## src/rtl/lsu_mem_arbiter.sv

```systemverilog
// Shares one data-memory port between the LSU load path and the store-queue drain.
// Round-robin with a same-word store-first override; an in-order tag FIFO routes responses.
module lsu_mem_arbiter #(
   parameter int ADDR_W      = 32,
   parameter int DATA_W      = 32,
   parameter int OUTSTANDING = 4
) (
   input  logic                  clk_i,
   input  logic                  rst_i,
   input  logic                  ld_req_i,
   input  logic [ADDR_W-1:0]     ld_addr_i,
   output logic                  ld_accept_o,
   output logic                  ld_resp_valid_o,
   output logic [DATA_W-1:0]     ld_resp_data_o,
   input  logic                  st_req_i,
   input  logic [ADDR_W-1:0]     st_addr_i,
   input  logic [DATA_W-1:0]     st_data_i,
   input  logic [DATA_W/8-1:0]   st_wstrb_i,
   output logic                  st_accept_o,
   output logic                  st_ack_o,
   output logic                  mem_req_o,
   output logic                  mem_we_o,
   output logic [ADDR_W-1:0]     mem_addr_o,
   output logic [DATA_W-1:0]     mem_wdata_o,
   output logic [DATA_W/8-1:0]   mem_wstrb_o,
   input  logic                  mem_accept_i,
   input  logic                  mem_resp_valid_i,
   input  logic [DATA_W-1:0]     mem_resp_data_i,
   output logic                  busy_o,
   output logic                  err_o
);

   localparam int STRB_W = DATA_W / 8;
   localparam int OFF    = (STRB_W > 1) ? $clog2(STRB_W) : 0;
   localparam int PTR_W  = (OUTSTANDING > 1) ? $clog2(OUTSTANDING) : 1;
   localparam int CNT_W  = $clog2(OUTSTANDING + 1);
   localparam logic [PTR_W-1:0] LAST = PTR_W'(OUTSTANDING - 1);
   localparam logic [CNT_W-1:0] MAX  = CNT_W'(OUTSTANDING);

   typedef struct packed {
      logic              we;
      logic [ADDR_W-1:0] addr;
      logic [DATA_W-1:0] wdata;
      logic [STRB_W-1:0] wstrb;
   } mem_cmd_t;

   logic                   prio;
   logic [OUTSTANDING-1:0] tags;
   logic [PTR_W-1:0]       wr_ptr;
   logic [PTR_W-1:0]       rd_ptr;
   logic [CNT_W-1:0]       count;

   logic     full;
   logic     hit;
   logic     sel_s;
   logic     issue;
   logic     pop;
   logic     stray;
   logic     pop_tag;
   mem_cmd_t cmd;

   function automatic logic [PTR_W-1:0] bump(input logic [PTR_W-1:0] p);
      return (p == LAST) ? '0 : p + 1'b1;
   endfunction

   always_comb begin
      full  = (count == MAX);
      hit   = ld_req_i & st_req_i &
              (ld_addr_i[ADDR_W-1:OFF] == st_addr_i[ADDR_W-1:OFF]);
      // Store wins when alone, on a same-word collision, or when it holds priority.
      sel_s = st_req_i & (~ld_req_i | hit | prio);

      cmd.we    = sel_s;
      cmd.addr  = sel_s ? st_addr_i  : ld_addr_i;
      cmd.wdata = sel_s ? st_data_i  : '0;
      cmd.wstrb = sel_s ? st_wstrb_i : '0;

      mem_req_o   = rst_i & (ld_req_i | st_req_i) & ~full;
      issue       = mem_req_o & mem_accept_i;
      ld_accept_o = issue & ~sel_s;
      st_accept_o = issue & sel_s;

      mem_we_o    = cmd.we;
      mem_addr_o  = cmd.addr;
      mem_wdata_o = cmd.wdata;
      mem_wstrb_o = cmd.wstrb;

      pop     = mem_resp_valid_i & (count != '0);
      stray   = mem_resp_valid_i & (count == '0);
      pop_tag = tags[rd_ptr];
      busy_o  = (count != '0);
   end

   always_ff @(posedge clk_i) begin
      if (!rst_i) begin
         prio            <= 1'b0;
         tags            <= '0;
         wr_ptr          <= '0;
         rd_ptr          <= '0;
         count           <= '0;
         err_o           <= 1'b0;
         ld_resp_valid_o <= 1'b0;
         ld_resp_data_o  <= '0;
         st_ack_o        <= 1'b0;
      end else begin
         ld_resp_valid_o <= pop & ~pop_tag;
         st_ack_o        <= pop & pop_tag;
         if (pop & ~pop_tag)
            ld_resp_data_o <= mem_resp_data_i;
         if (pop)
            rd_ptr <= bump(rd_ptr);
         if (issue) begin
            tags[wr_ptr] <= sel_s;
            wr_ptr       <= bump(wr_ptr);
            prio         <= ~sel_s;
         end
         if (stray)
            err_o <= 1'b1;
         case ({issue, pop})
            2'b10:   count <= count + 1'b1;
            2'b01:   count <= count - 1'b1;
            default: count <= count;
         endcase
      end
   end

endmodule

```

## config.mk

```make
export PLATFORM = sky130hd
export DESIGN_NAME = lsu_mem_arbiter
export DESIGN_NICKNAME = d
export VERILOG_FILES = /design/src/rtl/lsu_mem_arbiter.sv
export SDC_FILE = /design/constraint.sdc
export NUM_CORES = 1
export LEC_CHECK = 0
export CORE_MARGIN = 2
export CORE_UTILIZATION = 40
export CTS_BUF_LIST = sky130_fd_sc_hd__clkbuf_16
export DETAILED_ROUTE_END_ITERATION = 8
export GPL_ROUTABILITY_DRIVEN = 1
export PLACE_DENSITY = 0.89
export REMOVE_ABC_BUFFERS = 1
export SLEW_MARGIN = 0
export SYNTH_ARGS = -nofsm -noshare
export SYNTH_HDL_FRONTEND = slang
export SYNTH_SLANG_ARGS = --single-unit
```

## constraint.sdc

```tcl
create_clock -name clk_i -period 4.65 [get_ports clk_i]
set_input_delay 0.93 -clock clk_i [delete_from_list [all_inputs] [get_ports clk_i]]
set_output_delay 0.93 -clock clk_i [all_outputs]
set_load 0.01 [all_outputs]
```

# ---- Word level (Yosys, flattened, before mapping)
# Cells that the tools add are included.
dict set report op_classes {
  n_addsub 4
  n_lt_le_gt_ge 3
  n_eq_ne 6
  n_mux 11
  n_bitwise 19
  n_reduce_logical 4
}
# cell n
set op_table {}
lappend op_table {{$mux 32} 2}
lappend op_table {{$eq 30x30->1} 1}
lappend op_table {{$and 1x1->1} 12}
lappend op_table {{$eq 2x2->1 const B} 3}
lappend op_table {{$lt 2x3->1 const B} 2}
lappend op_table {{$pmux 3 s2} 1}
lappend op_table {{$add 2x1->2 const B} 2}
lappend op_table {{$bwmux 4} 1}
lappend op_table {{$mux 2} 2}
lappend op_table {{$mux 4} 1}
lappend op_table {{$not 1->1} 4}
lappend op_table {{$add 3x1->3 const B} 1}
lappend op_table {{$eq 3x3->1 const B} 1}
lappend op_table {{$logic_not 3->1} 1}
lappend op_table {{$or 1x1->1} 3}
lappend op_table {{$reduce_bool 3->1} 1}
lappend op_table {{$sub 3x1->3 const B} 1}
lappend op_table {{$bmux 1 s2} 1}
lappend op_table {{$demux 1 s2} 1}
lappend op_table {{$eq 2x1->1 const B} 1}
lappend op_table {{$ge 2x1->1 const B} 1}
lappend op_table {{$mux 1} 2}
lappend op_table {{$reduce_bool 2->1} 1}
lappend op_table {{$logic_and 1x1->1} 1}
dict set report word_totals {
  ff_bits 47
  inputBits 138
}

# ---- Depth between registers and ports, before layout
dict set report depth {
  depth_word 7
  ltp_mapped 10
  mapped_depth_nobuf 10
}

# ---- Worst setup path after synthesis
# Ideal clock, no wire load.
dict set report synth_path {
  kind {in2out}
  startpoint {input st_addr_i[13]}
  endpoint {output mem_wdata_o[22]}
  arrival_time_ns 2.384
  path_slack_ns 1.336
  path_stages 7
  path_buffers 2
  cell_sequence {xnor2_1 > nand4_1 > or4_1 > buf_2 > o21ai_4 > buf_6 > and3_1}
}
dict set report synth_between {
  elab_chain_len 6
}
# element line
set synth_lines {}
lappend synth_lines {{from (decl)} 16} ;# input logic [ADDR_W-1:0] st_addr_i,
lappend synth_lines {{$eq 30x30->1} 69} ;# (ld_addr_i[ADDR_W-1:OFF] == st_addr_i[ADDR_W-1:OFF]);
lappend synth_lines {{$and 1x1->1} 68} ;# hit = ld_req_i & st_req_i &
lappend synth_lines {{$or 1x1->1 (2 in a row)} 71} ;# sel_s = st_req_i & (~ld_req_i | hit | prio);
lappend synth_lines {{$and 1x1->1} 71}
lappend synth_lines {{$mux 32} 75} ;# cmd.wdata = sel_s ? st_data_i : '0;
lappend synth_lines {{to (decl)} 24} ;# output logic [DATA_W-1:0] mem_wdata_o,
# Every way passes these cells.

# ---- Final worst setup path
dict set report layout_path {
  startpoint {input st_addr_i[24]}
  endpoint {output mem_addr_o[18]}
}
dict set report layout_between {
  elab_chain_len 6
}
# element line
set layout_lines {}
lappend layout_lines {{$eq 30x30->1} 69}
lappend layout_lines {{$and 1x1->1} 68}
lappend layout_lines {{$or 1x1->1 (2 in a row)} 71}
lappend layout_lines {{$and 1x1->1} 71}
lappend layout_lines {{$mux 32} 74} ;# cmd.addr = sel_s ? st_addr_i : ld_addr_i;
lappend layout_lines {{to (decl)} 23} ;# output logic [ADDR_W-1:0] mem_addr_o,
# Every way passes these cells.

==> flow_metrics.env <==
export IMPL_critPathLaunchType="input port"
export IMPL_cts_htree_levels=2
export IMPL_required_ns=3.72
export IMPL_grt_setup_unrepaired="false"
export IMPL_finalSetupViolCount=0
export IMPL_finClkSkew_ns=0.00659
export IMPL_path_buf_inv=3
export IMPL_dieArea_um2=10100
export IMPL_powerDensity_nw_per_um2=280
export IMPL_cpMostUsedCell="clkdlybuf4s50_1"
export IMPL_cts_max_path_buffers=2
export IMPL_finalHoldViolCount=0
export IMPL_path_delay_family="buffers and inverters"
export IMPL_tns_ns=0
export IMPL_syn_to_final_growth_pct=71.7
export IMPL_holdCritPathClass="reg2reg"
export IMPL_fin_area_um2=6390
export IMPL_cts_setup_buffers=0
export IMPL_cts_tree="yes"
export IMPL_antenna_left=0
export IMPL_nets=829
export IMPL_relSlewSlack_pct=22.2
export IMPL_worstPathMaxFanout=29
export IMPL_via_count=4484
export IMPL_status="complete, no violations"
export IMPL_synth_cell_types=32
export IMPL_r2r_cells=4
export IMPL_grt_pass1_vias=4253
export IMPL_slowest_stage="or4_4"
export IMPL_synth_cells=469
export IMPL_timing_rr_start="rd_ptr[0]"
export IMPL_cpPeakStageDelay_ns=0.63
export IMPL_swShare_pct=32.0
export IMPL_port_buffers=245
export IMPL_row_count=35
export IMPL_startpoint="st_addr_i[24]"
export IMPL_drtIter0Drc=283
export IMPL_clock_sinks=47
export IMPL_overflow=0
export IMPL_antenna_found_initial=1
export IMPL_gr_usage_all_layers_pct=25.9
export IMPL_grt_max_degree=60
export IMPL_p_comb_share_pct=48.2
export IMPL_cts_hold_buffers=0
export IMPL_drt_wl_total_um=13900
export IMPL_cts_buffers=5
export IMPL_max_cap_violations=0
export IMPL_post_drt_wl_per_cell_um=17.4
export IMPL_die_w_um=100
export IMPL_ys_seq_area_share_pct=25.3
export IMPL_drive_gt1_share_pct=4.38
export IMPL_yosys_register_bits=47
export IMPL_avgSynthCellArea_um2=7.94
export IMPL_path_clk_slew_ns=0.07
export IMPL_syn_cell_area_um2=3720
export IMPL_routabilityCongestion=0.887
export IMPL_period_share_pct=96.5
export IMPL_drc=0
export IMPL_p_clk_share_pct=22.6
export IMPL_core_area_um2=9150
export IMPL_total_power_mw=1.79
export IMPL_initial_core_util_pct=40.7
export IMPL_crit_type="in2out"
export IMPL_post_dp_cell_area_um2=6210
export IMPL_ys_warn_count=0
export IMPL_min_from="tags[3]"
export IMPL_path_cells="clkdlybuf4s50_1 > xnor2_1 > nand4_1 > or4_4 > buf_4 > o211ai_1 > nand3_1 > clkdlybuf4s50_1"
export IMPL_cts_root_buffer="clkbuf_16"
export IMPL_end_kind="primary output"
export IMPL_io_pins=246
export IMPL_crit_cells=8
export IMPL_internal_power_mw=1.22
export IMPL_drv_slew=0
export IMPL_switchingPower_mw=0.572
export IMPL_first_pass_iters=6
export IMPL_vias_per_cell=5.63
export IMPL_tightest_slew_ns=1.16
export IMPL_peakVddDrop_v=0.000213
export IMPL_dpl_hpwl_um=10500
export IMPL_cellLeakagePower_nw=2.29
export IMPL_clk_latency_ns=0.28
export IMPL_whs_path_depth=2
export IMPL_share_seq_of_total_power_pct=29.2
export IMPL_grt_pass1_wl_um=21100
export IMPL_fillers=705
export IMPL_die_h_um=100
export IMPL_max_freq_mhz=223
export IMPL_cp_arrival_ns=3.56
export IMPL_fin_crit_ns=4.49
==> worst paths after layout <==
path	to	slack (ns)
worst max-delay path	mem_addr_o[18]	0.16
worst min register to register	tags[3]	0.48
worst min-delay path	tags[3]	0.48
worst max register to register	ld_resp_data_o[27]	2.29
==> cell families (layout without fill, tap and decap cells) <==
kind of cell	count (synthesis)	in the layout	share of synthesized area, %
compound gates	84	84	15.6
xor+xnor	32	32	7.53
fa+ha+maj	7	7	2.55
buf+inv	58	274	7.02
flops	47	47	25.3
mux	33	33	9.21
other cells	0	1	0
simple gates	208	208	32.8
==> cell usage in the layout (no fill, tap or decap), types with 13 or more instances in the layout <==
master and n:
xnor2_1 31, nand4_1 39, nor2b_1 66, clkdlybuf4s50_1 243, and3_1 38, o211ai_1 32
mux2i_1 32, a31oi_1 33, nand2_1 13, nand3_1 36, dfxtp_1 47
==> worst min-delay path, cell delays in order, from the launching register on <==
cell and delay (ns):
dfxtp_1 0.31, nand3_1 0.07, o31ai_1 0.06
==> power by group through the flow <==
stage          sequential, mW  combinational, mW  clock [mW]
2_1_floorplan           0.552              0.384           0
3_3_place_gp            0.526              0.841           0
3_5_place_dp            0.532              0.864           0
4_1_cts                 0.523              0.867       0.408
5_1_grt                 0.531              0.938       0.421
6_report                0.522              0.861       0.404
==> metal layers <==
metal  vias up  track usage (%)  share of wire, %
li1       2147                -                 -
met1      2049             30.4                40
met2       248             42.0                44
met3        40             8.74                11
met5         -                0                 0
met4         0             13.0               4.6
==> stage by stage <==
stage | std cells | hold slack, ns | setup slack [ns] | utilization [%]
after global placement | 788 | 0.454 | 0.0928 | 67.8
after CTS | 796 | 0.481 | 0.0185 | 69.7
final | 797 | 0.480 | 0.164 | 69.8
after floorplan | 420 | 0.440 | -0.298 | -
after detailed placement | 788 | 0.472 | 0.0339 | 67.8
after global routing | 797 | 0.500 | 0.0546 | 69.8
==> sequential cells by signal (all words and copies together), names as in the netlist <==
| name | flops |
|---|---|
| ld_resp_data_o | 32 |
| rd_ptr | 2 |
| wr_ptr | 2 |
| prio | 1 |
| st_ack_o | 1 |
| err_o | 1 |
| tags | 4 |
| count | 3 |
| ld_resp_valid_o | 1 |
==> repair_timing <==
action,CTS,global route
endpoints found under the hold margin,0,0
resized for setup,0,3
setup endpoints to repair,0,55
==> Yosys cell counts, drive strengths merged <==
cell type	number	area (um^2)
ha	6	75.1
o21ai	5	36.3
a31oi	33	206
nand4	39	244
nor3	2	10.0
nor4	2	12.5
clkbuf	34	128
nor2	2	10.0
a21oi	5	25.0
a211oi	1	12.5
buf	15	100
o31ai	4	30.0
nand3	36	180
xor2	1	8.76
or3	2	12.5
mux2i	32	320
and3	38	238
o211ai	32	240
mux4	1	22.5
nor2b	67	419
or4	2	15.0
fa	1	20.0
nand2	13	48.8
inv	9	33.8
xnor2	31	272
nand2b	1	6.26
and2	4	25.0
a21boi	4	30.0
dfxtp	47	941
==> layout make-up <==
class	instances	area [um^2]	area share, %
inverter	9	33.8	0.529
sequential	47	941	14.7
clock inverter	3	46.3	0.724
multi-input combinational	364	2550	39.9
antenna	1	2.50	0.0392
timing repair buffer	257	2550	40.0
tap	111	139	2.17
clock buffer	5	125	1.96
No activity file was read; power rests on OpenSTA's default activity.
